[src/rtl/ram_arb_pkg.sv]
// Shared definitions for the work-RAM arbiter: default widths, grant
// encoding and FSM state encoding.
package ram_arb_pkg;

    localparam int ADDR_W_DEF = 11;
    localparam int DATA_W_DEF = 16;

    // Grant / last-grant encoding; also the bit index into the request vector
    localparam logic GRANT_CPU = 1'b0;
    localparam logic GRANT_DMA = 1'b1;

    typedef enum logic [1:0] {
        S_IDLE = 2'd0,
        S_ACC  = 2'd1,
        S_CAP  = 2'd2,
        S_HOLD = 2'd3
    } state_t;

endpackage

[src/rtl/rr_arb2.sv]
// Two-way round-robin picker. A lone request always wins; on a tie the
// requester that was not granted last wins.
module rr_arb2
    import ram_arb_pkg::*;
(
    input  logic [1:0] req,   // {dma, cpu}
    input  logic       last,  // previous grant
    output logic       grant
);

    // Pick the winner for this cycle
    always_comb begin
        grant = GRANT_CPU;
        if (req == 2'b11)
            grant = ~last;
        else if (req[1])
            grant = GRANT_DMA;
    end

endmodule

[src/rtl/ram_arbiter.sv]
// Work-RAM arbiter between the 68k CPU bus and the display DMA reader.
// Every access is IDLE -> ACC (address on RAM) -> CAP (data back), and CPU
// accesses then sit in HOLD with DTACK asserted until the bus cycle ends.
module ram_arbiter
    import ram_arb_pkg::*;
#(
    parameter int ADDR_W = ADDR_W_DEF,
    parameter int DATA_W = DATA_W_DEF
) (
    input  logic              clk,
    input  logic              rst,
    input  logic              cpu_req,
    input  logic              cpu_rw,
    input  logic [1:0]        cpu_mask,
    input  logic [ADDR_W-1:0] cpu_addr,
    input  logic [DATA_W-1:0] cpu_wdata,
    output logic [DATA_W-1:0] cpu_rdata,
    output logic              cpu_dtack_n,
    input  logic              dma_req,
    input  logic [ADDR_W-1:0] dma_addr,
    output logic              dma_ack,
    output logic [DATA_W-1:0] dma_rdata,
    output logic              dma_valid,
    output logic              ram_we,
    output logic [1:0]        ram_mask,
    output logic [ADDR_W-1:0] ram_addr,
    output logic [DATA_W-1:0] ram_din,
    input  logic [DATA_W-1:0] ram_dout
);

    state_t            state_q;
    logic              gnt_q;       // owner of the access in flight
    logic              last_q;      // round-robin history
    logic              rw_q;        // 1 = access in flight is a read
    logic              ram_we_q;
    logic [1:0]        ram_mask_q;
    logic [ADDR_W-1:0] ram_addr_q;
    logic [DATA_W-1:0] ram_din_q;
    logic              dma_ack_q;
    logic              dma_valid_q;
    logic [DATA_W-1:0] dma_rdata_q;
    logic [DATA_W-1:0] cpu_rdata_q;
    logic              dtack_n_q;
    logic              grant_d;

    rr_arb2 u_rr (
        .req   ({dma_req, cpu_req}),
        .last  (last_q),
        .grant (grant_d)
    );

    // Access sequencer; all outputs are registered here
    always_ff @(posedge clk) begin
        if (rst) begin
            state_q     <= S_IDLE;
            gnt_q       <= GRANT_CPU;
            last_q      <= GRANT_DMA;
            rw_q        <= 1'b1;
            ram_we_q    <= 1'b0;
            ram_mask_q  <= 2'b00;
            ram_addr_q  <= '0;
            ram_din_q   <= '0;
            dma_ack_q   <= 1'b0;
            dma_valid_q <= 1'b0;
            dma_rdata_q <= '0;
            cpu_rdata_q <= '0;
            dtack_n_q   <= 1'b1;
        end else begin
            // single-cycle strobes default low
            ram_we_q    <= 1'b0;
            dma_ack_q   <= 1'b0;
            dma_valid_q <= 1'b0;
            case (state_q)
                S_IDLE: begin
                    if (cpu_req || dma_req) begin
                        state_q <= S_ACC;
                        gnt_q   <= grant_d;
                        last_q  <= grant_d;
                        if (grant_d == GRANT_DMA) begin
                            // display fetch is always a full-word read
                            ram_addr_q <= dma_addr;
                            ram_mask_q <= 2'b11;
                            ram_din_q  <= '0;
                            rw_q       <= 1'b1;
                            dma_ack_q  <= 1'b1;
                        end else begin
                            ram_addr_q <= cpu_addr;
                            ram_mask_q <= cpu_mask;
                            ram_din_q  <= cpu_wdata;
                            rw_q       <= cpu_rw;
                            ram_we_q   <= ~cpu_rw;
                        end
                    end
                end
                S_ACC: state_q <= S_CAP;
                S_CAP: begin
                    if (gnt_q == GRANT_DMA) begin
                        dma_rdata_q <= ram_dout;
                        dma_valid_q <= 1'b1;
                        state_q     <= S_IDLE;
                    end else begin
                        if (rw_q)
                            cpu_rdata_q <= ram_dout;
                        // a bus cycle that already ended gets no DTACK
                        if (cpu_req) begin
                            dtack_n_q <= 1'b0;
                            state_q   <= S_HOLD;
                        end else begin
                            state_q <= S_IDLE;
                        end
                    end
                end
                S_HOLD: begin
                    // keep DTACK until the 68k ends its bus cycle
                    if (!cpu_req) begin
                        dtack_n_q <= 1'b1;
                        state_q   <= S_IDLE;
                    end
                end
                default: state_q <= S_IDLE;
            endcase
        end
    end

    assign cpu_rdata   = cpu_rdata_q;
    assign cpu_dtack_n = dtack_n_q;
    assign dma_ack     = dma_ack_q;
    assign dma_rdata   = dma_rdata_q;
    assign dma_valid   = dma_valid_q;
    assign ram_we      = ram_we_q;
    assign ram_mask    = ram_mask_q;
    assign ram_addr    = ram_addr_q;
    assign ram_din     = ram_din_q;

endmodule

[config.mk]
export PLATFORM = sky130hd
export DESIGN_NAME = ram_arbiter
export DESIGN_NICKNAME = d
export VERILOG_FILES = /design/src/rtl/ram_arb_pkg.sv /design/src/rtl/rr_arb2.sv /design/src/rtl/ram_arbiter.sv
export SDC_FILE = /design/constraint.sdc
export NUM_CORES = 1
export LEC_CHECK = 0
export ABC_AREA = 1
export BUFFER_PORTS_ARGS = -buffer_cell sky130_fd_sc_hd__buf_2
export CORE_UTILIZATION = 35
export CTS_CLUSTER_DIAMETER = 60
export DETAILED_ROUTE_END_ITERATION = 6
export GPL_ROUTABILITY_DRIVEN = 0
export PLACE_DENSITY = 0.74
export SYNTH_ARGS = -nofsm -noshare
export SYNTH_HDL_FRONTEND = slang
export SYNTH_SLANG_ARGS = --single-unit
[constraint.sdc]
create_clock -name clk -period 1.2 [get_ports clk]
set_clock_uncertainty 0.1 [all_clocks]
set_input_delay 0.24 -clock clk [delete_from_list [all_inputs] [get_ports clk]]
set_output_delay 0.24 -clock clk [all_outputs]
set_load 0.02 [all_outputs]
==> reports/results.ini <==
[sta]
hold_viol=0
fmax_mhz=815
holdWs_ns=0.0404
slew_headroom=0.848
setup_viol=4
slew_viol_final=0
fin_crit_ns=1.23
layout_setup_ws_ns=-0.0267
rsz0062_at_grt=yes
fin_crit_sh=1.02
worstMarginPinSlew_ns=0.227

[hold_path]
hp-class=input port to register

[layout]
area_growth_syn_to_layout_pct=55.1
antennaDiodeCount=0
fillers=708
nets=577
layout-drive-gt1-share=0.469

[power_and_ir_drop]
p_seq_frac=0.433
intPower_mw=4.33
swShare=0.289
power.density_nw_per_um2=1450
comb_power_share=0.218
pwr-share-clk=0.349
peakVddDrop_v=0.000927
cellLeakagePower_nw=2.13
p_switching_mw=1.76

[logic_synthesis]
yosys.area_share.simple=0.293
yosysWarnings=0
syn_inst=371
synth_cell_types=18
synthArstFlopShare=0
synth_top_area_share=0.516
yosys.area_share.xor_xnor=0
synth_top_family_by_area=simple AND/OR/NAND/NOR gates
yosys-top-cells-count=nor2_1, dfxtp_1, nand2_1
synth.cell_area_sq_um=2710
synth-edff-count=0
synth.avg_cell_area_sq_um=7.31
yosys-mux-area-fraction=0
yosysTopAreaCell=dfxtp_1
synth.area.top_cells=dfxtp_1, nor2_1, o21ai_0
synth_flop_cell=dfxtp_1
synth.net_count=432
ys_ff_latch=70
synth_fa_ha_area_frac=0
synth_compound_area_frac=0.0982
ys_seq_area_frac=0.516
yosysMostFrequentCell=nor2_1

[placement]
port-buffer-count=125
dpl_worst_slack_ns=-0.124
hpwl_um=5300

[grt]
grt_remaining_overflow=0
grt_pass1_vias=2651
grt_first_pass_wirelength_um=12100
antenna_found_initial=0
grt_use_total=0.184
grt_max_degree=48

[routing]
totalWireLength_um=7890
vias=2912
ant_nets=0
vias_per_cell=4.70
wire_per_inst_um=12.7
drcViolationCount=0
first_pass_iters=4
drt_iter0_markers=119

[floorplanning]
pin_count=126
die_h_um=90.1
rows=31
initial_core_util=0.368
die-area_sq_um=8110
die_w_um=90.1
core-area_sq_um=7370

[setup_path]
cp-endpoint=ram_din[4]
cpMaxStageDelayCell=dfxtp_4
cp.depth=4
crit_chain=nor2_4 -> nand3_4 -> buf_6 -> o21ai_0
worstPathRequired_ns=1.36
critical_path.max_fanout=10
criticalPathCategory=register to register
cp_slowest_stage_delay_ns=0.36
crit_buf_inv=1
start_kind=register
reg2reg_to=ram_din[4]
reg2reg_from=state_q[1]
reg2reg_depth=4
cp_top_family=flip-flops
rrSetupSlack_ns=-0.03
crit_start=state_q[1]
crit_path_end_kind=register
worstPathArrival_ns=1.39

[job]
max-cap-violations=0

[cts]
cts_made_buffers=9
clk_path_buf_depth=2
htreeDepth=3
clk_latency_ns=0.34
cts_root_buf=clkbuf_8
cts_tree=built
cts_sinks=70
clkTransAtPathRegs_ns=0.08

[outcome]
violations=negative setup slack
status=finished, violations left

==> worst min-delay path: stages <==
cell and delay, ns:
buf_2 0.09, nand2_1 0.06, o21ai_1 0.06
==> power groups by stage <==
stage / logic, mW / registers [mW] / clock network (mW)
floorplan: 0.428 / 2.85 / 0
global placement: 1.06 / 2.64 / 0
detailed placement: 1.08 / 2.65 / 0
CTS: 1.17 / 2.61 / 2.16
global route: 1.44 / 2.66 / 2.25
finish: 1.33 / 2.64 / 2.13
==> routing by layer <==
metal  wire length [um]  global-route usage
met1               3310               0.216
met2               3920               0.317
met3                596              0.0651
met4                 63              0.0470
met5                  0                   0
==> sequential cells by signal (all words and copies together) (netlist names) <==
register / flops
cpu_rdata: 16
dma_ack: 1
state_q: 2
ram_din: 16
gnt_q: 1
cpu_dtack_n: 1
rw_q: 1
dma_rdata: 16
ram_addr: 11
ram_we: 1
dma_valid: 1
last_q: 1
ram_mask: 2
==> worst min path at each step <==
stage	start	to	slack [ns]	cells after the start
finish	cpu_wdata[2]	ram_din[2]	0.04	3
global route	cpu_wdata[10]	ram_din[10]	0.05	3
CTS	ram_dout[3]	dma_rdata[3]	0.03	3
detailed placement	cpu_dtack_n	cpu_dtack_n	0.35	2
global placement	cpu_dtack_n	cpu_dtack_n	0.34	2
floorplan	rst	gnt_q	0.21	1
==> cell families (layout without fill, tap and decap cells) <==
kind of cell,Yosys count,in the layout
buf+inv,56,204
compound gates,53,53
flops,70,70
simple gates,192,193
==> metrics by stage <==
step           utilization  area, sq um  TNS, ns  cells  total power, mW
3_3_place_gp         0.482         3550    -1.10    597             3.71
2_1_floorplan            -         2720        0    371             3.28
5_1_grt              0.571         4210    -2.23    619             6.36
6_report             0.571         4210  -0.0514    619             6.10
4_1_cts              0.532         3920        0    615             5.94
3_5_place_dp         0.482         3550    -3.09    597             3.73
==> cell usage in the layout (no fill, tap or decap) <==
master,count
buf_4,77
nor2_1,75
nand2_1,62
buf_2,62
dfxtp_2,46
nand3_1,37
inv_1,28
o21ai_0,27
dfxtp_1,23
o21ai_1,19
clkbuf_8,10
buf_6,10
nand3_2,7
nand2_4,4
nor2_4,4
o21ai_2,4
inv_2,3
buf_12,3
inv_6,2
a21oi_1,2
nor2_2,2
bufinv_16,2
inv_4,1
clkinv_1,1
nand3_4,1
inv_8,1
a31oi_1,1
clkinv_4,1
clkinv_2,1
nand2_2,1
clkbuf_4,1
dlygate4sd3_1,1
dfxtp_4,1
==> timing repair <==
action / in CTS / in global routing
endpoints found under the setup margin: 82 / 126
gates cloned: 0 / 2
resized for setup: 45 / 131
setup buffers: 2 / 2
hold buffers: 1 / 0
hold endpoints to repair: 1 / 0
pin swaps: 2 / 4
==> final cells by class <==
cell class / instances / area [sq um] / share of cell area
sequential: 70 / 1460 / 0.348
multi-input combinational: 246 / 1180 / 0.280
timing repair buffer: 154 / 1080 / 0.256
inverter: 35 / 146 / 0.0348
clock buffer: 10 / 138 / 0.0327
tap: 99 / 124 / 0.0294
clock inverter: 5 / 82.6 / 0.0196
Power figures use the tool's default switching activity.
